===== src/rtl/tdm_demux.sv =====
// TDM receive demux: locks onto frame start and collects one beat per slot.
// Each complete frame is presented in parallel with a one-cycle strobe.
//
// Ports:
//   clk       rising-edge clock
//   rst       asynchronous reset, active-low
//   in_valid  in_data/in_sof qualify this cycle
//   in_data   slot sample
//   in_sof    beat is slot 0 of a frame
//   out_data  last complete frame; channel k at [k*DATA_W +: DATA_W]
//   out_valid 1-cycle pulse: out_data holds a new frame
//   locked    1 while collecting frames
//   slot_idx  next slot expected (0 while hunting)
//   sync_err  1-cycle pulse on a framing violation
module tdm_demux #(
  parameter int N_CH   = 4,
  parameter int DATA_W = 8,
  localparam int SW    = (N_CH > 1) ? $clog2(N_CH) : 1
) (
  input  logic                   clk,
  input  logic                   rst,
  input  logic                   in_valid,
  input  logic [DATA_W-1:0]      in_data,
  input  logic                   in_sof,
  output logic [N_CH*DATA_W-1:0] out_data,
  output logic                   out_valid,
  output logic                   locked,
  output logic [SW-1:0]          slot_idx,
  output logic                   sync_err
);

  typedef enum logic {
    HUNT    = 1'b0,
    COLLECT = 1'b1
  } state_t;

  localparam logic [SW-1:0] LAST = SW'(N_CH - 1);

  state_t  state_q;
  state_t  state_d;
  logic [SW-1:0] slot_q;
  logic [SW-1:0] slot_d;

  // Slots 0..N_CH-2 are buffered here; the last slot goes
  // straight into out_data together with them.
  logic [N_CH-2:0][DATA_W-1:0] shadow_q;

  logic [N_CH*DATA_W-1:0] out_data_q;
  logic                   out_valid_q;
  logic                   sync_err_q;

  logic          sh_we;
  logic [SW-1:0] sh_idx;
  logic          done;
  logic          err;

  always_comb begin
    state_d = state_q;
    slot_d  = slot_q;
    sh_we   = 1'b0;
    sh_idx  = '0;
    done    = 1'b0;
    err     = 1'b0;
    if (in_valid) begin
      unique case (state_q)
        HUNT: begin
          if (in_sof) begin
            sh_we   = 1'b1;
            slot_d  = SW'(1);
            state_d = COLLECT;
          end
        end
        COLLECT: begin
          unique case (1'b1)
            in_sof: begin
              // early SOF drops the partial frame and restarts it
              err    = (slot_q != '0);
              sh_we  = 1'b1;
              slot_d = SW'(1);
            end
            (!in_sof && slot_q == '0): begin
              err     = 1'b1;
              slot_d  = '0;
              state_d = HUNT;
            end
            (!in_sof && slot_q == LAST): begin
              done   = 1'b1;
              slot_d = '0;
            end
            default: begin
              sh_we  = 1'b1;
              sh_idx = slot_q;
              slot_d = slot_q + SW'(1);
            end
          endcase
        end
        default: begin
          state_d = HUNT;
          slot_d  = '0;
        end
      endcase
    end
  end

  always_ff @(posedge clk or negedge rst) begin
    if (!rst) begin
      state_q <= HUNT;
      slot_q  <= '0;
    end else begin
      state_q <= state_d;
      slot_q  <= slot_d;
    end
  end

  always_ff @(posedge clk or negedge rst) begin
    if (!rst) begin
      shadow_q <= '0;
    end else begin
      for (int k = 0; k < N_CH - 1; k++) begin
        if (sh_we && sh_idx == SW'(k)) begin
          shadow_q[k] <= in_data;
        end
      end
    end
  end

  always_ff @(posedge clk or negedge rst) begin
    if (!rst) begin
      out_data_q  <= '0;
      out_valid_q <= 1'b0;
      sync_err_q  <= 1'b0;
    end else begin
      out_valid_q <= done;
      sync_err_q  <= err;
      if (done) begin
        out_data_q <= {in_data, shadow_q};
      end
    end
  end

  assign out_data  = out_data_q;
  assign out_valid = out_valid_q;
  assign sync_err  = sync_err_q;
  assign locked    = (state_q == COLLECT);
  assign slot_idx  = slot_q;

endmodule


===== config.mk =====
export PLATFORM = sky130hd
export DESIGN_NAME = tdm_demux
export DESIGN_NICKNAME = d
export VERILOG_FILES = /design/src/rtl/tdm_demux.sv
export SDC_FILE = /design/constraint.sdc
export NUM_CORES = 1
export LEC_CHECK = 0
export BUFFER_PORTS_ARGS = -buffer_cell sky130_fd_sc_hd__buf_2
export CAP_MARGIN = 20
export CORE_AREA = 2 2 73 75
export CTS_CLUSTER_DIAMETER = 120
export CTS_CLUSTER_SIZE = 28
export DETAILED_ROUTE_END_ITERATION = 10
export DIE_AREA = 0 0 75 77
export PLACE_DENSITY = 0.72
export SYNTH_ARGS = -nofsm -noshare
export SYNTH_HDL_FRONTEND = slang
export SYNTH_SLANG_ARGS = --single-unit

===== constraint.sdc =====
create_clock -name clk -period 2.25 [get_ports clk]
set_input_delay 0.1125 -clock clk [delete_from_list [all_inputs] [get_ports clk]]
set_output_delay 0.1125 -clock clk [all_outputs]
set_load 0.05 [all_outputs]

==> flow_metrics.env, run 1 <==
export IMPL_cts_setup_buffers=0
export IMPL_clk_path_buf_depth=2
export IMPL_critPathMaxFanout=8
export IMPL_clk_pin_slew_worst_paths_ps=70
export IMPL_synth_adder_area_share=0.02061
export IMPL_clock_tree_root_cell="clkbuf_8"
export IMPL_final_core_util=0.6001
export IMPL_cts_tree="built"
export IMPL_tns_ps=0
export IMPL_track_usage=0.1816
export IMPL_ys_ff_latch=61
export IMPL_crit_path_end_kind="register"
export IMPL_hp_class="in2reg"
export IMPL_syn_nets=171
export IMPL_crit_end="shadow_q[14]$_DFFE_PN0P_"
export IMPL_worst_pin_slew_ps=421.6
export IMPL_r2r_end="shadow_q[14]$_DFFE_PN0P_"
export IMPL_crit_start="slot_idx[0]$_DFFE_PN0P_"
export IMPL_status="completed"
export IMPL_yosys_area_share_simple=0.05152
export IMPL_drive_gt1_frac=0.5727
export IMPL_wirelength_um=4636
export IMPL_ys_warnings_count=0
export IMPL_setup_slack_ps=140.1
export IMPL_netlist_area_mm2=0.002429
export IMPL_drtIter0Drc=58
export IMPL_dr_pass1_iters=4
export IMPL_area_delta_synth_final_pct=22.98
export IMPL_vdd_drop_max_v=0.0009257
export IMPL_num_vias=1482
export IMPL_muxShareOfSynthArea=0.2597
export IMPL_worst_setup_path_type="reg2reg"
export IMPL_rrSetupSlack_ps=140
export IMPL_setup_viol_count_final=0
export IMPL_fp_dieW_um=75
export IMPL_drv_slew=0
export IMPL_rows=26
export IMPL_initial_utilization=0.4879
export IMPL_fmax_mhz=474.0
export IMPL_grt_antenna_before_repair=0
export IMPL_cts_sinks=61
export IMPL_grt_pass1_wl_um=7686
export IMPL_cts_buffers=9
export IMPL_syn_avg_cell_area_um2=15.67
export IMPL_reg2reg_from="slot_idx[0]$_DFFE_PN0P_"
export IMPL_p_per_area_mw_per_mm2=1629
export IMPL_coreArea_mm2=0.004977
export IMPL_fin_crit_sh=0.9377
export IMPL_r2r_worst_path_cells=6
export IMPL_crit_path_start_kind="register"
export IMPL_place_area_mm2=0.002766
export IMPL_hold_viol=0
export IMPL_instances_no_fill=290
export IMPL_max_slew_margin=0.7189
export IMPL_drv_cap=0
export IMPL_dieArea_mm2=0.005775
export IMPL_nets=231
export IMPL_synth_compound_area_frac=0.01958
export IMPL_synth_cell_types=20
export IMPL_mostFrequentLayoutCells="59 x dfrtp_1, 50 x mux2_2, 48 x buf_2"
export IMPL_preCtsSetupSlack_ps=86.39
export IMPL_gr_total_overflow=0
export IMPL_place_gp_congestion=0.8709
export IMPL_grt_start_max_net_pins=36
export IMPL_fin_worst_skew_ps=7.864
export IMPL_p_leak_uw=0.001544
export IMPL_synthXorXnorAreaFrac=0
export IMPL_grt_pass1_vias=1593
export IMPL_dp_cells=273
export IMPL_dpl_hpwl_um=3383
export IMPL_cts_htree_levels=3
export IMPL_drc_errors=0
export IMPL_synth_top_family_by_area="multiplexers"
export IMPL_syn_instance_count=155
export IMPL_cts_resized=0
export IMPL_cp_arrival_ps=2330
export IMPL_period_needed_ps=2110
export IMPL_ant_nets=0
export IMPL_cp_required_ps=2470
export IMPL_final_area_mm2=0.002987
export IMPL_clk_latency_ps=330
export IMPL_io_buffers=48
export IMPL_drt_vias_per_instance=5.110
export IMPL_wire_per_inst_um=15.99
export IMPL_ys_seq_area_frac=0.6285
export IMPL_ioPinCount=49
export IMPL_final_common_cell="dfrtp_1"
export IMPL_insertedDiodeCount=0
export IMPL_fp_dieH_um=77
export IMPL_rsz0062_at_grt="false"
## layer usage
layer  vias up  wire, um  share of wire  global-route usage
met5         -         0              0                   0
met4         0       129          0.028             0.09643
met3        12       254          0.055             0.06045
met2        43      2338           0.50              0.2877
met1       763      1915           0.41              0.2143
li1        664         -              -                   -
## registers in the layout (all words and copies together), names as in the netlist
| register | cells |
|---|---|
| out_data | 32 |
| shadow_q | 24 |
| slot_idx | 2 |
| locked | 1 |
| out_valid | 1 |
| sync_err | 1 |
## Yosys cell counts
| cell | count | area [um2] |
|---|---|---|
| a31oi_1 | 1 | 6.260 |
| a21oi_2 | 1 | 8.760 |
| and3_1 | 2 | 12.51 |
| nor4b_4 | 1 | 23.77 |
| ha_1 | 4 | 50.05 |
| nand2_1 | 5 | 18.77 |
| nor2b_1 | 2 | 12.51 |
| a21oi_1 | 2 | 10.01 |
| nor2_1 | 1 | 3.750 |
| nor2b_2 | 1 | 8.760 |
| nand3_1 | 2 | 10.01 |
| mux2_2 | 50 | 563.0 |
| o211ai_1 | 1 | 7.510 |
| nand3_4 | 2 | 35.03 |
| buf_2 | 3 | 15.01 |
| inv_1 | 5 | 18.77 |
| o21ai_0 | 3 | 15.01 |
| mux2_1 | 6 | 67.56 |
| dfrtp_1 | 61 | 1526 |
| buf_4 | 2 | 15.01 |
## kinds of logic (layout without fill, tap and decap cells)
group / Yosys count / count (layout)
compound gates: 8 / 8
fa+ha+maj: 4 / 4
buf+inv: 10 / 75
mux: 56 / 56
flops: 61 / 61
simple gates: 16 / 16
## final cells by class
type | count | area (um2)
Fill cell | 399 | 1991
Sequential cell | 61 | 1529
Multi-Input combinational cell | 84 | 853.3
Timing Repair Buffer | 54 | 287.8
Clock buffer | 12 | 165.2
Tap cell | 70 | 87.58
Clock inverter | 4 | 45.04
Inverter | 5 | 18.77
## power breakdown
group	internal, uW	switching (uW)	total (uW)	leakage [uW]
clock network	596	403	1000	0.000112
logic	637	1400	2030	0.000651
registers	1570	265	1830	0.000780
## critical path: stages (launching register included)
cell and delay [ps]:
dfrtp_2 430, inv_1 130, ha_1 230, ha_1 260, nor4b_4 400, nand3_4 200, mux2_1 350
## worst min-delay path by stage
stage | startpoint | endpoint | slack (ps) | cells after the start
2_1_floorplan | rst | locked$_DFFE_PN0P_ | -180 | 0
5_1_grt | in_data[6] | shadow_q[14]$_DFFE_PN0P_ | 40 | 2
4_1_cts | in_data[5] | shadow_q[13]$_DFFE_PN0P_ | 30 | 2
6_report | in_data[6] | shadow_q[22]$_DFFE_PN0P_ | 40 | 2
3_3_place_gp | rst | shadow_q[14]$_DFFE_PN0P_ | 10 | 1
3_5_place_dp | rst | shadow_q[15]$_DFFE_PN0P_ | 20 | 1
## stage by stage
stage / hold slack [ps] / total power [uW]
floorplan: -183.1 / 3374
global placement: 12.25 / 3799
detailed placement: 19.34 / 3895
CTS: 28.68 / 4914
global route: 37.79 / 5108
finish: 44.21 / 4864
## repair_timing
item,CTS,global route
hold endpoints to repair,11,0
endpoints found under the setup margin,0,9
hold buffers,1,0
(Power assumes the default switching activity.)
==> run 2: changes to the inputs <==
--- a/config.mk
+++ b/config.mk
@@ -7,12 +7,12 @@
 export LEC_CHECK = 0
 export BUFFER_PORTS_ARGS = -buffer_cell sky130_fd_sc_hd__buf_2
 export CAP_MARGIN = 20
-export CORE_AREA = 2 2 73 75
+export CORE_AREA = 2 2 71 73
 export CTS_CLUSTER_DIAMETER = 120
 export CTS_CLUSTER_SIZE = 28
 export DETAILED_ROUTE_END_ITERATION = 10
-export DIE_AREA = 0 0 75 77
-export PLACE_DENSITY = 0.72
+export DIE_AREA = 0 0 73 75
+export PLACE_DENSITY = 0.76
 export SYNTH_ARGS = -nofsm -noshare
 export SYNTH_HDL_FRONTEND = slang
 export SYNTH_SLANG_ARGS = --single-unit
==> flow_metrics.env, run 2 (synthesis results as in run 1) <==
export IMPL_dieArea_mm2=0.005475
export IMPL_setup_slack_ps=87.57
export IMPL_place_gp_congestion=0.7472
export IMPL_min_path_cells=2
export IMPL_fin_crit_sh=0.9611
export IMPL_cp_required_ps=2470
export IMPL_drt_vias_per_instance=5.447
export IMPL_m1WireLength_um=1922
export IMPL_crit_path_end_kind="register"
export IMPL_status="completed"
export IMPL_setup_viol_count_final=0
export IMPL_rsz0062_at_grt="false"
export IMPL_drc_errors=0
export IMPL_dpl_hpwl_um=3311
export IMPL_r2r_worst_path_cells=6
export IMPL_clock_tree_root_cell="clkbuf_8"
export IMPL_insertedDiodeCount=0
export IMPL_postCtsHoldBufs=1
export IMPL_vdd_drop_max_v=0.0008280
export IMPL_tns_ps=0
export IMPL_drv_slew=0
export IMPL_fmax_mhz=462.4
export IMPL_clk_latency_ps=340
export IMPL_clk_pin_slew_worst_paths_ps=60
export IMPL_drive_gt1_frac=0.5701
export IMPL_final_core_util=0.6413
export IMPL_period_needed_ps=2162
export IMPL_fp_dieW_um=73
export IMPL_fp_dieH_um=75
export IMPL_drv_cap=0
export IMPL_wirelength_um=4659
export IMPL_max_slew_margin=0.4828
export IMPL_gr_total_overflow=0
export IMPL_cts_resized=0
export IMPL_worst_setup_path_type="reg2reg"
export IMPL_cts_htree_levels=3
export IMPL_worst_pin_slew_ps=775.8
export IMPL_critPathMaxFanout=8
export IMPL_grt_pass1_wl_um=7686
export IMPL_area_delta_synth_final_pct=23.08
export IMPL_rows=25
export IMPL_num_vias=1498
export IMPL_cp_arrival_ps=2380
export IMPL_preCtsSetupSlack_ps=94.50
export IMPL_cts_buffers=9
export IMPL_io_buffers=48
export IMPL_p_per_area_mw_per_mm2=1660
export IMPL_top_layer_used="met4"
export IMPL_ioPinCount=49
export IMPL_initial_utilization=0.5211
export IMPL_wire_per_inst_um=16.94
export IMPL_mostFrequentLayoutCells="59 x dfrtp_1, 50 x mux2_2, 48 x buf_2"
export IMPL_cts_setup_buffers=0
export IMPL_crit_path_start_kind="register"
export IMPL_dr_pass1_iters=4
export IMPL_grt_pass1_vias=1610
export IMPL_clk_path_buf_depth=2
export IMPL_grt_antenna_before_repair=0
export IMPL_hold_viol=0
export IMPL_p_leak_uw=0.001553
export IMPL_largest_reg_flops=32
export IMPL_fin_worst_skew_ps=4.970
export IMPL_place_area_mm2=0.002754
export IMPL_track_usage=0.1975
export IMPL_cts_tree="built"
export IMPL_cts_sinks=61
export IMPL_wl_met3_um=274
export IMPL_final_common_cell="dfrtp_1"
export IMPL_hp_class="in2reg"
export IMPL_coreArea_mm2=0.004661
export IMPL_final_area_mm2=0.002989
export IMPL_nets=232
export IMPL_rrSetupSlack_ps=90
export IMPL_ant_nets=0
export IMPL_drtIter0Drc=103
export IMPL_grt_start_max_net_pins=37
export IMPL_met2_length_um=2310
run 2: cell types whose count changed in the layout (fill, tap and decap cells not counted):
cell,previous run,this run
clkbuf_8,12,11
clkbuf_1,0,1
bufinv_16,1,2
buf_4,5,6
clkinv_2,3,2
run 2: critical path: stages, from the launching register on:
cell	delay (ps)
dfrtp_2	430
inv_1	130
ha_1	240
ha_1	260
nor4b_4	450
nand3_4	200
mux2_1	360
run 2: cell type report:
| class | instances | area [um2] |
|---|---|---|
| well taps | 54 | 67.56 |
| clock inverters | 4 | 70.07 |
| multi-input cells | 84 | 853.3 |
| fillers | 344 | 1672 |
| inverters | 5 | 18.77 |
| repair buffers | 55 | 295.3 |
| flip-flops and latches | 61 | 1529 |
| clock buffers | 12 | 155.1 |
run 2: final timing paths:
check | endpoint | startpoint
max | shadow_q[15]$_DFFE_PN0P_ | slot_idx[0]$_DFFE_PN0P_
min | shadow_q[20]$_DFFE_PN0P_ | in_data[4]
max reg2reg | shadow_q[15]$_DFFE_PN0P_ | slot_idx[0]$_DFFE_PN0P_
min reg2reg | shadow_q[22]$_DFFE_PN0P_ | shadow_q[22]$_DFFE_PN0P_
max in group asynchronous | out_data[10]$_DFFE_PN0P_ | rst
min in group asynchronous | slot_idx[1]$_DFFE_PN0P_ | rst
run 2: metrics by stage:
step | total power (uW) | hold slack, ps | instances
floorplan | 3374 | -183.1 | 155
global placement | 3807 | 207.2 | 258
detailed placement | 3910 | 239.8 | 258
CTS | 5013 | 24.35 | 275
global route | 5212 | 44.82 | 275
finish | 4962 | 33.67 | 275
run 2: routing by layer:
metal	track usage	vias up
li1	-	670
met3	0.06292	18
met4	0.1358	0
met5	0	-
met2	0.2913	67
met1	0.2493	743
run 2: power breakdown:
part           internal (uW)  switching, uW  total [uW]
sequential              1570            269        1840
clock                    680            399        1080
combinational            645           1400        2050
